==> config.mk <==
export PLATFORM = sky130hd
export DESIGN_NAME = sysarray_nxn
export DESIGN_NICKNAME = d
export VERILOG_FILES = /design/src/rtl/sysarray_nxn.sv
export SDC_FILE = /design/constraint.sdc
export NUM_CORES = 2
export LEC_CHECK = 0
export ABC_AREA = 1
export BUFFER_PORTS_ARGS = -buffer_cell sky130_fd_sc_hd__buf_2
export CORE_ASPECT_RATIO = 0.75
export CORE_MARGIN = 2
export CORE_UTILIZATION = 55
export CTS_CLUSTER_DIAMETER = 150
export DETAILED_ROUTE_END_ITERATION = 10
export PLACE_DENSITY_LB_ADDON = 0.15
export SLEW_MARGIN = 5
export SYNTH_ARGS = -nofsm -noshare
export SYNTH_HDL_FRONTEND = slang
export SYNTH_SLANG_ARGS = --single-unit
==> constraint.sdc <==
create_clock -name clk -period 9.4 [get_ports clk]
set_input_delay 0.47 -clock clk [delete_from_list [all_inputs] [get_ports clk]]
set_output_delay 0.47 -clock clk [all_outputs]
set_load 0.05 [all_outputs]
==> src/rtl/sysarray_nxn.sv <==
// N x N output-stationary systolic matrix multiply with input skew, job FSM and valid/ready feed.
// Define SYSARRAY_SAT_EN to make accumulators saturate instead of wrapping.
module sysarray_nxn #(
  parameter int unsigned N     = 3,
  parameter int unsigned A_W   = 8,
  parameter int unsigned B_W   = 8,
  parameter int unsigned ACC_W = 18,
  parameter int unsigned K_W   = 8
) (
  input  logic                    clk,
  input  logic                    rst,
  input  logic                    start,
  input  logic [K_W-1:0]          k_len,
  output logic                    busy,
  input  logic                    in_valid,
  output logic                    in_ready,
  input  logic signed [A_W-1:0]   a_col [0:N-1],
  input  logic signed [B_W-1:0]   b_row [0:N-1],
  output logic                    done,
  output logic signed [ACC_W-1:0] out   [0:N-1][0:N-1]
);

  localparam int unsigned P_W   = A_W + B_W;
  localparam int unsigned SUM_W = ACC_W + 1;
  localparam int unsigned FL_W  = $clog2(2 * N);
  localparam logic [FL_W-1:0] FLUSH_LAST = FL_W'(2 * N - 2);

  typedef enum logic [2:0] {StIdle, StClear, StFeed, StFlush, StDone} state_e;

  state_e           r_state, w_state_next;
  logic [K_W-1:0]   r_k, r_beat;
  logic [FL_W-1:0]  r_flush;
  logic             w_clear, w_accept, w_last_beat;

  always_ff @(posedge clk or posedge rst) begin
    if (rst) r_state <= StIdle;
    else     r_state <= w_state_next;
  end

  assign w_accept    = in_valid & in_ready;
  assign w_last_beat = (r_beat == r_k - K_W'(1));

  always_comb begin
    w_state_next = r_state;
    unique case (r_state)
      StIdle:  if (start) w_state_next = StClear;
      StClear: w_state_next = (r_k != '0) ? StFeed : StDone;
      StFeed:  if (w_accept && w_last_beat) w_state_next = StFlush;
      StFlush: if (r_flush == FLUSH_LAST) w_state_next = StDone;
      StDone:  w_state_next = StIdle;
      default: w_state_next = StIdle;
    endcase
  end

  always_comb begin
    busy     = 1'b0;
    in_ready = 1'b0;
    done     = 1'b0;
    w_clear  = 1'b0;
    unique case (r_state)
      StIdle:  ;
      StClear: begin busy = 1'b1; w_clear = 1'b1; end
      StFeed:  begin busy = 1'b1; in_ready = 1'b1; end
      StFlush: busy = 1'b1;
      StDone:  begin busy = 1'b1; done = 1'b1; end
      default: ;
    endcase
  end

  always_ff @(posedge clk or posedge rst) begin
    if (rst) begin
      r_k     <= '0;
      r_beat  <= '0;
      r_flush <= '0;
    end else begin
      if (r_state == StIdle && start) r_k <= k_len;
      if (w_clear)       r_beat <= '0;
      else if (w_accept) r_beat <= r_beat + K_W'(1);
      if (r_state == StFlush) r_flush <= r_flush + FL_W'(1);
      else                    r_flush <= '0;
    end
  end

  // Non-accepted cycles push zeros so bubbles never contribute to the sums.
  logic signed [A_W-1:0] w_a_inj  [0:N-1];
  logic signed [A_W-1:0] w_a_edge [0:N-1];
  logic signed [B_W-1:0] w_b_inj  [0:N-1];
  logic signed [B_W-1:0] w_b_edge [0:N-1];

  for (genvar gi = 0; gi < N; gi++) begin : g_skew
    assign w_a_inj[gi] = w_accept ? a_col[gi] : '0;
    assign w_b_inj[gi] = w_accept ? b_row[gi] : '0;
    if (gi == 0) begin : g_direct
      assign w_a_edge[gi] = w_a_inj[gi];
      assign w_b_edge[gi] = w_b_inj[gi];
    end else begin : g_delay
      logic signed [A_W-1:0] r_a_sk [0:gi-1];
      logic signed [B_W-1:0] r_b_sk [0:gi-1];
      always_ff @(posedge clk or posedge rst) begin
        if (rst) begin
          for (int s = 0; s < gi; s++) begin
            r_a_sk[s] <= '0;
            r_b_sk[s] <= '0;
          end
        end else begin
          r_a_sk[0] <= w_a_inj[gi];
          r_b_sk[0] <= w_b_inj[gi];
          for (int s = 1; s < gi; s++) begin
            r_a_sk[s] <= r_a_sk[s-1];
            r_b_sk[s] <= r_b_sk[s-1];
          end
        end
      end
      assign w_a_edge[gi] = r_a_sk[gi-1];
      assign w_b_edge[gi] = r_b_sk[gi-1];
    end
  end

  logic signed [A_W-1:0] w_a_fwd [0:N-1][0:N-2];
  logic signed [B_W-1:0] w_b_fwd [0:N-2][0:N-1];

  for (genvar gi = 0; gi < N; gi++) begin : g_row
    for (genvar gj = 0; gj < N; gj++) begin : g_col
      logic signed [A_W-1:0]   w_a;
      logic signed [B_W-1:0]   w_b;
      logic signed [P_W-1:0]   w_a_x, w_b_x, w_prod;
      logic signed [ACC_W-1:0] r_acc, w_acc_next;

      if (gj == 0) begin : g_a_edge
        assign w_a = w_a_edge[gi];
      end else begin : g_a_left
        assign w_a = w_a_fwd[gi][gj-1];
      end
      if (gi == 0) begin : g_b_edge
        assign w_b = w_b_edge[gj];
      end else begin : g_b_up
        assign w_b = w_b_fwd[gi-1][gj];
      end

      // The last column/row has no neighbour, so its forwarding register is not built.
      if (gj < N - 1) begin : g_a_reg
        logic signed [A_W-1:0] r_a;
        always_ff @(posedge clk or posedge rst) begin
          if (rst) r_a <= '0;
          else     r_a <= w_a;
        end
        assign w_a_fwd[gi][gj] = r_a;
      end
      if (gi < N - 1) begin : g_b_reg
        logic signed [B_W-1:0] r_b;
        always_ff @(posedge clk or posedge rst) begin
          if (rst) r_b <= '0;
          else     r_b <= w_b;
        end
        assign w_b_fwd[gi][gj] = r_b;
      end

      assign w_a_x  = {{B_W{w_a[A_W-1]}}, w_a};
      assign w_b_x  = {{A_W{w_b[B_W-1]}}, w_b};
      assign w_prod = w_a_x * w_b_x;

`ifdef SYSARRAY_SAT_EN
      logic signed [SUM_W-1:0] w_sum;
      assign w_sum = SUM_W'(r_acc) + SUM_W'(w_prod);
      always_comb begin
        w_acc_next = w_sum[ACC_W-1:0];
        if (w_sum[ACC_W] != w_sum[ACC_W-1]) begin
          w_acc_next = w_sum[ACC_W] ? {1'b1, {(ACC_W-1){1'b0}}} : {1'b0, {(ACC_W-1){1'b1}}};
        end
      end
`else
      assign w_acc_next = r_acc + ACC_W'(w_prod);
`endif

      always_ff @(posedge clk or posedge rst) begin
        if (rst)          r_acc <= '0;
        else if (w_clear) r_acc <= '0;
        else              r_acc <= w_acc_next;
      end

      assign out[gi][gj] = r_acc;
    end
  end

endmodule

==> metrics.cfg <==
[cts]
post_cts.repair.setup_buffers=0
numCtsBuffers=38
cts_tree=built
cts_buffer_depth=3
cts-hold-fix-buffers=1
clkTransAtPathRegs_ns=0.06
root_buffer=clkbuf_16
ctsResizeCount=0
clkLatencyLatePin_ns=0.59
clock-sinks=328
cts_htree_levels=2

[place]
post_dp_cell_area_um2=42600
port-buffer-count=224
hpwl_um=76900
dpl.cell_count=5650
gp_congestion=0.913

[sta]
tightest_slew_ns=1.00
max_freq_mhz=163
final_max_slew_viol_count=0
min_period_over_period_pct=65.2
hold_slack_ns=0.0944
fin_worst_skew_ns=0.0176
tns_ns=0
final-hold-violation-count=0
finalSetupViolCount=0
maxSlewHeadroom_pct=32.8
fin_crit_ns=6.13
rsz0062_at_grt=false

[floorplanning]
die_w_um=319
initial_core_util_pct=55.5
rows=86
core_area_um2=73500
die_area_um2=76400
die_h_um=240
pin_count=225

[setup_path]
cp_max_fo=48
crit_path_start_kind=register
slowest_delay_ns=0.79
critical_path_buf_inv_count=3
reg2reg_depth=21
required_ns=9.91
cp-end-kind=register
path_cells=inv_1 > nand2_1 > nor2_4 > nand2_2 > buf_4 > clkinv_1 > nand2_1 > nor2_1 > fa_1 > fa_1 > fa_1 > fa_1 > ha_1 > ha_1 > a21o_1 > a31oi_1 > nand3_1 > a21o_1 > nand2_1 > nand2_1 > nor2_1
cp_data_arrival_time_ns=6.65
cp_top_family=adder cells
path_depth=21
critPathKind=reg2reg
critPathSlowestCell=nor2_1

[min_path]
worstHoldPathType=in2reg
whs_path_depth=3

[yosys]
synthTopCellsByArea=fa_1, dfrtp_1, inv_1, ha_1, nand2_1
synth_edf_count=0
yosys_most_used_dff=dfrtp_1
ys_types=40
synth.avg_cell_area_um2=8.86
yosys_warnings=0
netlist_instances=4604
synth_area_leader_cell=fa_1
yosysTopAreaCellShare_pct=35.3
synthArstFlopShare_pct=100
syn_nets=5766
ys_seq_area_share_pct=20.1
ys_seq_elements=328
syn_area_um2=40800

[global_routing]
grt_pass1_wl_um=155000
grt_max_degree=162
grt_overflow_total=0
grt_pass1_vias=29631
antenna_found_initial=12
track_usage_pct=25.7

[pwr]
p_switching_uw=8290
p_clk_share_pct=10.8
fin_total_pwr_uw=15100
power_leakage_uw=0.0256
powerDensity_nw_per_um2=342
intPower_uw=6760
p_comb_share_pct=71.3
ir_worst_vdd_mv=0.293
p_seq_share_pct=17.9
p_sw_share_pct=55.1

[detailed_routing]
drt_wl_total_um=91200
antenna_left=0
drtPass1Iterations=6
drcViolationCount=0
vias_per_cell=4.90
num_vias=28063
drtIter0Drc=1562
wl_per_cell_um=15.9

[finish]
syn_to_final_growth_pct=7.84
design_area_um2=44000
finalNonFillerCells=5724
fin_nets=5885
drive_above_1_share_pct=8.04

[status]
status=finished, final reports clean

[run]
max_cap_viol_count=0

[state kept, by name (all words and copies together), names as in the netlist, 8 cells and up]
register	flops
g_row.g_col.g_b_reg.r_b	48
g_skew.g_delay.r_b_sk	8
r_k	8
g_row.g_col.w_a	16
g_row.g_col.r_acc	162
r_beat	8
g_row.g_col.w_b	16
g_row.g_col.g_a_reg.r_a	48
g_skew.g_delay.r_a_sk	8
[stage by stage]
| stage | utilization [%] | setup WS [ns] |
|---|---|---|
| 2_1_floorplan | - | 3.62 |
| 6_report | 59.9 | 3.27 |
| 3_3_place_gp | 58.0 | 3.51 |
| 4_1_cts | 59.9 | 3.27 |
| 5_1_grt | 59.9 | 2.80 |
| 3_5_place_dp | 58.0 | 3.29 |
[cells in the mapped netlist, types with 10 or more instances]
master       n
xnor2_1     42
nand4_1     17
clkbuf_1   148
inv_1     1366
or2_2       74
nor2_1     246
nor3_1      18
nand3_1     80
fa_1       720
o21ai_0    108
ha_1       382
xor2_1      53
dfrtp_1    328
nand3b_1    10
a21o_1      20
a21oi_1    163
nand2_1    776
[layout make-up]
type                    instances  area, um^2
clock buffers                  46        1060
inverters                    1368        5140
diodes                          4        10.0
clock inverters                23         285
multi-input cells            2754       26900
well taps                     968        1210
repair buffers                233        1200
flip-flops and latches        328        8210
fillers                      6560       29500
[power by group through the flow]
| stage | clock network [uW] | registers (uW) | logic, uW |
|---|---|---|---|
| 5_1_grt | 1730 | 2760 | 12400 |
| 2_1_floorplan | 0 | 3460 | 7350 |
| 3_3_place_gp | 0 | 2710 | 10500 |
| 3_5_place_dp | 0 | 2710 | 10700 |
| 4_1_cts | 1670 | 2690 | 10800 |
| 6_report | 1630 | 2690 | 10700 |
[logic make-up (layout without fill, tap and decap cells)]
logic type                 count (synthesis)  count (layout)  share of synthesized area [%]
AOI/OAI and AO/OA                        327             327                           4.39
xor gates and xnor gates                  95              95                           2.04
adders and majority gates               1102            1102                           47.0
buffers and inverters                   1522            1670                           14.0
DFF                                      328             328                           20.1
muxes                                      1               1                         0.0276
other                                      0               4                              0
and+or+nand+nor                         1229            1229                           12.4
[cells in the final DEF (no fill, tap or decap), types with 9 or more instances in the layout]
master	Yosys	layout
fa_1	720	720
xor2_1	53	53
buf_2	2	224
ha_1	382	382
o2111ai_1	9	9
nand2_1	776	776
or2_2	74	74
a21o_1	20	20
nor2_1	246	245
nand3b_1	10	10
inv_1	1366	1364
dfrtp_1	328	328
nand3_1	80	80
xnor2_1	42	42
nand4_1	17	17
nor3_1	18	18
o21ai_0	108	108
a21oi_1	163	163
clkbuf_16	0	41
[worst paths after layout]
kind	startpoint	slack (ns)	to
max in group asynchronous	rst	7.19	g_row[2].g_col[0].r_acc[8]
worst max-delay path	r_state[2]	3.27	g_row[0].g_col[0].r_acc[15]
min in group asynchronous	rst	0.39	g_row[0].g_col[1].r_acc[2]
worst max register to register	r_state[2]	3.27	g_row[0].g_col[0].r_acc[15]
worst min register to register	g_skew[2].g_delay.r_a_sk[11]	0.34	g_row[2].g_col[0].w_a[3]
worst min-delay path	b_row[4]	0.09	g_skew[2].g_delay.r_b_sk[12]
[layer usage]
layer | track usage [%] | share of wire [%] | routed length (um)
met2 | 38.6 | 43 | 39200
met5 | 0.952 | 0.19 | 174
met3 | 5.25 | 6.8 | 6230
met1 | 37.8 | 47 | 42800
met4 | 7.35 | 3.0 | 2760
[worst reg2reg max path, delay by kind of cell (launching register included)]
family	cells	cell delay [ns]
simple gates	9	1.70
fa+ha+maj	6	2.72
flops	1	0.38
compound gates	3	0.60
buf+inv	3	0.68
No activity file was read; power rests on OpenSTA's default activity.
